$ cat config.mk
export PLATFORM = sky130hd
export DESIGN_NAME = i2s_mic_capture
export DESIGN_NICKNAME = d
export VERILOG_FILES = /design/src/rtl/i2s_pkg.sv /design/src/rtl/sample_fifo.sv /design/src/rtl/i2s_mic_capture.sv
export SDC_FILE = /design/constraint.sdc
export NUM_CORES = 1
export LEC_CHECK = 0
export BUFFER_PORTS_ARGS = -buffer_cell sky130_fd_sc_hd__clkbuf_2
export CORE_MARGIN = 3
export CORE_UTILIZATION = 30
export DETAILED_ROUTE_END_ITERATION = 10
export PLACE_DENSITY_LB_ADDON = 0.2
export SKIP_CTS_REPAIR_TIMING = 1
export SLEW_MARGIN = 0
export SYNTH_ARGS = -nofsm -noshare
export SYNTH_HDL_FRONTEND = slang
export SYNTH_HIERARCHICAL = 1
export SYNTH_SLANG_ARGS = --single-unit
$ cat constraint.sdc
create_clock -name clk -period 6.42 [get_ports clk]
set_clock_uncertainty 0.15 [all_clocks]
set_input_delay 0.321 -clock clk [delete_from_list [all_inputs] [get_ports clk]]
set_output_delay 0.321 -clock clk [all_outputs]
set_load 0.01 [all_outputs]
$ cat src/rtl/i2s_pkg.sv
// Shared defaults and types for the I2S microphone capture front-end.
package i2s_pkg;

  localparam int CLK_DIV_DEF     = 16;
  localparam int SAMPLE_BITS_DEF = 24;
  localparam int SLOT_BITS_DEF   = 32;
  localparam int FIFO_DEPTH_DEF  = 8;

  typedef logic [SAMPLE_BITS_DEF-1:0] sample_t;

endpackage

$ cat src/rtl/sample_fifo.sv
// First-word fall-through sample FIFO with wrap-bit pointers and a drop strobe
// for pushes that find no room.
module sample_fifo
  import i2s_pkg::*;
#(
  parameter int WIDTH = SAMPLE_BITS_DEF,
  parameter int DEPTH = FIFO_DEPTH_DEF
) (
  input  logic                       clk,
  input  logic                       rst,
  input  logic                       push,
  input  logic [WIDTH-1:0]           push_data,
  input  logic                       ready,
  output logic [WIDTH-1:0]           data,
  output logic                       valid,
  output logic                       full,
  output logic [$clog2(DEPTH):0]     level,
  output logic                       drop
);

  localparam int AW = $clog2(DEPTH);
  localparam int PW = AW + 1;

  logic [WIDTH-1:0] mem_r [DEPTH];
  logic [PW-1:0]    wr_ptr_r;
  logic [PW-1:0]    rd_ptr_r;
  logic             empty_s;
  logic             pop_s;
  logic             push_ok_s;

  // Status, handshake qualification and head presentation
  always_comb begin
    empty_s   = (wr_ptr_r == rd_ptr_r);
    full      = ((wr_ptr_r ^ rd_ptr_r) == PW'(DEPTH));
    pop_s     = !empty_s && ready;
    push_ok_s = push && (!full || pop_s);
    drop      = push && full && !pop_s;
    valid     = !empty_s;
    level     = wr_ptr_r - rd_ptr_r;
    if (empty_s) begin
      data = '0;
    end else begin
      data = mem_r[rd_ptr_r[AW-1:0]];
    end
  end

  // Pointer update; a full FIFO still accepts a push when the head leaves
  always_ff @(posedge clk or negedge rst) begin
    if (!rst) begin
      wr_ptr_r <= '0;
      rd_ptr_r <= '0;
    end else begin
      if (push_ok_s) begin
        wr_ptr_r <= wr_ptr_r + PW'(1);
      end
      if (pop_s) begin
        rd_ptr_r <= rd_ptr_r + PW'(1);
      end
    end
  end

  // Storage array
  always_ff @(posedge clk) begin
    if (push_ok_s) begin
      mem_r[wr_ptr_r[AW-1:0]] <= push_data;
    end
  end

endmodule

$ cat src/rtl/i2s_mic_capture.sv
// I2S master for a MEMS microphone: bit clock / word select generation, left
// slot deserialization and buffering of completed samples.
module i2s_mic_capture
  import i2s_pkg::*;
#(
  parameter int CLK_DIV     = CLK_DIV_DEF,
  parameter int SAMPLE_BITS = SAMPLE_BITS_DEF,
  parameter int SLOT_BITS   = SLOT_BITS_DEF,
  parameter int FIFO_DEPTH  = FIFO_DEPTH_DEF
) (
  input  logic                          clk,
  input  logic                          rst,
  input  logic                          en,
  output logic                          i2s_clk,
  output logic                          i2s_ws,
  input  logic                          i2s_sd,
  output logic [SAMPLE_BITS-1:0]        sample_data,
  output logic                          sample_valid,
  input  logic                          sample_ready,
  output logic [$clog2(FIFO_DEPTH):0]   fifo_level,
  output logic                          overflow,
  input  logic                          clear_overflow
);

  localparam int DIV_W = (CLK_DIV > 1) ? $clog2(CLK_DIV) : 1;
  localparam int BIT_W = $clog2(2 * SLOT_BITS);
  localparam logic [DIV_W-1:0] DIV_LAST = DIV_W'(CLK_DIV - 1);
  localparam logic [BIT_W-1:0] BIT_LAST = BIT_W'(2 * SLOT_BITS - 1);
  localparam logic [BIT_W-1:0] BIT_SLOT = BIT_W'(SLOT_BITS);
  localparam logic [BIT_W-1:0] BIT_MSB  = BIT_W'(1);
  localparam logic [BIT_W-1:0] BIT_LSB  = BIT_W'(SAMPLE_BITS);

  logic [DIV_W-1:0]       div_cnt_r;
  logic                   i2s_clk_r;
  logic                   i2s_ws_r;
  logic [BIT_W-1:0]       bit_idx_r;
  logic [SAMPLE_BITS-2:0] shift_r;
  logic                   push_r;
  logic [SAMPLE_BITS-1:0] push_data_r;
  logic                   overflow_r;
  logic                   rise_s;
  logic                   fall_s;
  logic                   capture_s;
  logic                   complete_s;
  logic [BIT_W-1:0]       bit_next_s;
  logic                   fifo_drop_s;
  logic                   fifo_full_s;

  // Bit clock edge events and capture window decode
  always_comb begin
    rise_s     = 1'b0;
    fall_s     = 1'b0;
    bit_next_s = bit_idx_r;
    if (en && (div_cnt_r == DIV_LAST)) begin
      rise_s = !i2s_clk_r;
      fall_s = i2s_clk_r;
    end else begin
      rise_s = 1'b0;
      fall_s = 1'b0;
    end
    if (bit_idx_r == BIT_LAST) begin
      bit_next_s = '0;
    end else begin
      bit_next_s = bit_idx_r + BIT_W'(1);
    end
    capture_s  = rise_s && (bit_idx_r >= BIT_MSB) && (bit_idx_r <= BIT_LSB);
    complete_s = capture_s && (bit_idx_r == BIT_LSB);
  end

  // Divider, frame counter, shifter; a completed word survives a late disable
  always_ff @(posedge clk or negedge rst) begin
    if (!rst) begin
      div_cnt_r   <= '0;
      i2s_clk_r   <= 1'b0;
      i2s_ws_r    <= 1'b0;
      bit_idx_r   <= '0;
      shift_r     <= '0;
      push_r      <= 1'b0;
      push_data_r <= '0;
    end else begin
      push_r <= complete_s;
      if (complete_s) begin
        push_data_r <= {shift_r, i2s_sd};
      end
      if (!en) begin
        div_cnt_r <= '0;
        i2s_clk_r <= 1'b0;
        i2s_ws_r  <= 1'b0;
        bit_idx_r <= '0;
        shift_r   <= '0;
      end else begin
        if (div_cnt_r == DIV_LAST) begin
          div_cnt_r <= '0;
        end else begin
          div_cnt_r <= div_cnt_r + DIV_W'(1);
        end
        if (rise_s) begin
          i2s_clk_r <= 1'b1;
        end else if (fall_s) begin
          i2s_clk_r <= 1'b0;
          bit_idx_r <= bit_next_s;
          i2s_ws_r  <= (bit_next_s >= BIT_SLOT);
        end
        if (capture_s) begin
          shift_r <= {shift_r[SAMPLE_BITS-3:0], i2s_sd};
        end
      end
    end
  end

  // Sticky drop flag; a new drop outranks a clear in the same cycle
  always_ff @(posedge clk or negedge rst) begin
    if (!rst) begin
      overflow_r <= 1'b0;
    end else if (fifo_drop_s) begin
      overflow_r <= 1'b1;
    end else if (clear_overflow) begin
      overflow_r <= 1'b0;
    end
  end

  sample_fifo #(
    .WIDTH (SAMPLE_BITS),
    .DEPTH (FIFO_DEPTH)
  ) u_fifo (
    .clk       (clk),
    .rst       (rst),
    .push      (push_r),
    .push_data (push_data_r),
    .ready     (sample_ready),
    .data      (sample_data),
    .valid     (sample_valid),
    .full      (fifo_full_s),
    .level     (fifo_level),
    .drop      (fifo_drop_s)
  );

  assign i2s_clk  = i2s_clk_r;
  assign i2s_ws   = i2s_ws_r;
  assign overflow = overflow_r;

endmodule

==> insert_results.sql <==
INSERT INTO impl_metrics (metric_group, metric, value, unit) VALUES
('status', 'status', 'finished, final reports clean', ''),
('critical_path', 'reg2reg_end', 'u_fifo/rd_ptr_r[1]', ''),
('grt', 'global_route.peak_usage_layer', 'met2', ''),
('floorplanning', 'fp-row-count', '67', ''),
('cells_and_area', 'final_core_utilization', '0.360', ''),
('power', 'internal_power', '3.32', 'mW'),
('place', 'routability_congestion', '0.713', ''),
('route', 'wl', '21900', 'microns'),
('power', 'switching_power', '1.36', 'mW'),
('critical_path', 'worst-r2r-cell-count', '4', ''),
('route', 'wl_per_cell', '18.8', 'microns'),
('cts', 'tritoncts_clock_tree', 'built', ''),
('critical_path', 'worstReg2RegStart', 'u_fifo/rd_ptr_r[0]', ''),
('cts', 'cts_inserted_buffers', '28', ''),
('synth', 'syn_area_per_cell', '16.3', 'sq um'),
('critical_path', 'critical_path_peak_fanout', '55', ''),
('cts', 'clock-root-buffer', 'sky130_fd_sc_hd__clkbuf_16', ''),
('grt', 'global_route.usage.met3', '0.0215', ''),
('sta', 'rsz0062_at_grt', 'no', ''),
('floorplanning', 'die_footprint', '0.0373', 'sq mm'),
('power', 'cellPowerDensity', '382', 'mW/mm^2'),
('grt', 'global_route.usage.total', '0.120', ''),
('grt', 'grt_antenna_before_repair', '0', ''),
('critical_path', 'reg_to_reg_slack_setup', '3.27', 'ns'),
('grt', 'groute.layer.met2.usage', '0.216', ''),
('run', 'max_cap_viol_count', '0', ''),
('synth', 'gate_count_of_the_mapped_netlist', '646', ''),
('power', 'share_seq_of_total_power', '0.411', ''),
('cts', 'cts.clk_slew.worst_paths', '0.06', 'ns'),
('critical_path', 'worstPathRequired', '5.95', 'ns'),
('sta', 'drv_slew', '0', ''),
('hold_path', 'timing.hold.worst.class', 'input port to async pin', ''),
('route', 'drt_drc_violations_left', '0', ''),
('grt', 'gr_overflow_total', '0', ''),
('cells_and_area', 'num-nets-final', '713', ''),
('critical_path', 'setup.worst_path.start', 'u_fifo/rd_ptr_r[0]', ''),
('cells_and_area', 'antenna_cells', '0', ''),
('synth', 'yosysWarnings', '6', ''),
('power', 'share_clk_of_total_power', '0.366', ''),
('sta', 'maxSlewHeadroom', '0.329', ''),
('critical_path', 'worst-endpoint-arrival', '3.55', 'ns'),
('route', 'first_iter_violations', '310', ''),
('critical_path', 'worstSetupPathType', 'flip-flop to output port', ''),
('route', 'vias_per_instance', '4.75', ''),
('sta', 'fin_crit', '4.02', 'ns'),
('synth', 'mappedNetlistNets', '663', ''),
('synth', 'syn-cell-area', '0.0105', 'sq mm'),
('place', 'dp_hpwl', '12200', 'microns'),
('grt', 'first_global_vias', '5828', ''),
('critical_path', 'worstSetupEndpointType', 'output port', ''),
('floorplanning', 'core_area', '0.0340', 'sq mm'),
('floorplanning', 'ioPinCount', '38', ''),
('cts', 'insertion_delay_of_the_later_clocked_pin_in_the_worst_skew_pair', '0.55', 'ns'),
('sta', 'worst-slew-pin-transition', '1.00', 'ns'),
('power', 'cellLeakagePower', '4.65', 'nW'),
('route', 'drtPass1Iterations', '4', ''),
('critical_path', 'worst_setup_path_start_kind', 'flip-flop', ''),
('cts', 'h_tree_level_count', '1', ''),
('cts', 'clock_sink_count', '261', ''),
('grt', 'wire_length_of_the_first_global_routing_pass', '34200', 'microns'),
('sta', 'final.period_utilization', '0.626', ''),
('cells_and_area', 'share_of_final_layout_standard_cells_stronger_than_drive_strength_1', '0.194', ''),
('grt', 'maximum_number_of_pins_on_one_net_before_global_route_repair', '70', ''),
('sta', 'setup-tns-final', '0', 'ns'),
('sta', 'finalHoldViolations', '0', ''),
('cells_and_area', 'layout-area-overhead-vs-synth', '16.7', '%'),
('power', 'switching_share', '0.290', ''),
('power', 'comb_power_share', '0.223', ''),
('place', 'port_buffers', '37', ''),
('route', 'final_antenna_net_count', '0', ''),
('route', 'via_count', '5533', ''),
('grt', 'met1_usage_grt', '0.151', ''),
('floorplanning', 'die_y', '193', 'microns'),
('power', 'ir_worst_vdd', '198', 'uV'),
('floorplanning', 'floorplan.die.width', '193', 'microns'),
('sta', 'hold_worst_slack', '0.333', 'ns'),
('cts', 'maximum_root_to_sink_buffer_count', '3', ''),
('floorplanning', 'floorplan.initialDensity', '0.309', ''),
('sta', 'final_count_of_negative_setup_slack_endpoints', '0', ''),
('sta', 'achievable-frequency', '249', 'MHz');
registers in the layout, summed over array words and instances (netlist names):
name             flops
div_cnt_r            4
u_fifo/rd_ptr_r      4
push_data_r         24
u_fifo/mem_r       192
i2s_ws               1
overflow             1
bit_idx_r            6
u_fifo/wr_ptr_r      4
push_r               1
i2s_clk              1
shift_r             23
cell usage in the layout, fill, tap and decap left out, types with 2 or more instances in the layout:
cell                            instances
sky130_fd_sc_hd__and2_1                 2
sky130_fd_sc_hd__nand2_1               58
sky130_fd_sc_hd__nor3_2                 2
sky130_fd_sc_hd__nor2_2                 6
sky130_fd_sc_hd__mux2i_1              119
sky130_fd_sc_hd__a21oi_1                7
sky130_fd_sc_hd__xor2_1                 4
sky130_fd_sc_hd__nand4_1                3
sky130_fd_sc_hd__clkbuf_2              36
sky130_fd_sc_hd__clkinv_2               6
sky130_fd_sc_hd__nand2b_1               2
sky130_fd_sc_hd__o21ai_0                3
sky130_fd_sc_hd__clkinv_4               3
sky130_fd_sc_hd__inv_1                 13
sky130_fd_sc_hd__nor2_1                 9
sky130_fd_sc_hd__mux2_2                19
sky130_fd_sc_hd__edfxtp_1             192
sky130_fd_sc_hd__clkbuf_16             30
sky130_fd_sc_hd__dlygate4sd3_1          4
sky130_fd_sc_hd__xnor2_1                9
sky130_fd_sc_hd__clkbuf_1               3
sky130_fd_sc_hd__nand3_1                7
sky130_fd_sc_hd__a221oi_1              21
sky130_fd_sc_hd__ha_1                  10
sky130_fd_sc_hd__a22oi_1               25
sky130_fd_sc_hd__bufinv_16              5
sky130_fd_sc_hd__clkinv_1               2
sky130_fd_sc_hd__a21o_1                 2
sky130_fd_sc_hd__a221oi_2               2
sky130_fd_sc_hd__dfrtp_1               68
sky130_fd_sc_hd__mux2_1                 6
sky130_fd_sc_hd__buf_4                 13
sky130_fd_sc_hd__nor2_4                 2
power groups by stage:
| stage | sequential, mW | combinational (mW) | clock, mW |
|---|---|---|---|
| after global placement | 1.96 | 1.07 | 0 |
| after global routing | 1.94 | 1.16 | 1.84 |
| after CTS | 1.93 | 1.08 | 1.77 |
| final | 1.92 | 1.04 | 1.72 |
| after detailed placement | 1.96 | 1.08 | 0 |
| after floorplan | 1.86 | 0.789 | 0 |
per-stage QoR:
stage	instances	area [sq um]	power, mW	setup WS [ns]
4_1_cts	1162	12200	4.78	2.29
6_report	1166	12300	4.68	2.40
2_1_floorplan	646	10500	2.65	2.92
5_1_grt	1166	12300	4.94	2.16
3_3_place_gp	1110	11200	3.03	2.92
3_5_place_dp	1110	11200	3.04	2.94
final cells by class:
cell class / count / area [sq um]
Inverter: 14 / 52.6
Multi-Input combinational cell: 338 / 2830
Clock inverter: 18 / 238
Fill cell: 3265 / 21800
Tap cell: 448 / 561
Timing Repair Buffer: 53 / 318
Sequential cell: 261 / 7500
Clock buffer: 34 / 776
routing by layer:
metal,part of all wire,vias to the layer above
li1,-,2562
met1,0.44,2874
met2,0.51,79
met3,0.037,18
met4,0.016,0
met5,0,-
critical path, cell delays in order, from the launching register on:
cell and delay, ns:
sky130_fd_sc_hd__dfrtp_4 1.05, sky130_fd_sc_hd__buf_4 0.77, sky130_fd_sc_hd__mux2i_1 0.16, sky130_fd_sc_hd__a22oi_1 0.23, sky130_fd_sc_hd__nand2_1 0.08, sky130_fd_sc_hd__a221oi_1 0.44
sky130_fd_sc_hd__clkbuf_2 0.23
worst max path at each step:
| stage | to | slack [ns] | cells after the start |
|---|---|---|---|
| floorplan | u_fifo/mem_r[0][0] | 2.92 | 6 |
| global placement | sample_data[13] | 2.92 | 6 |
| detailed placement | sample_data[13] | 2.94 | 6 |
| CTS | sample_data[13] | 2.29 | 6 |
| global route | sample_data[13] | 2.16 | 6 |
| finish | sample_data[13] | 2.40 | 6 |
Note: power is estimated with default switching activity, not from simulation.
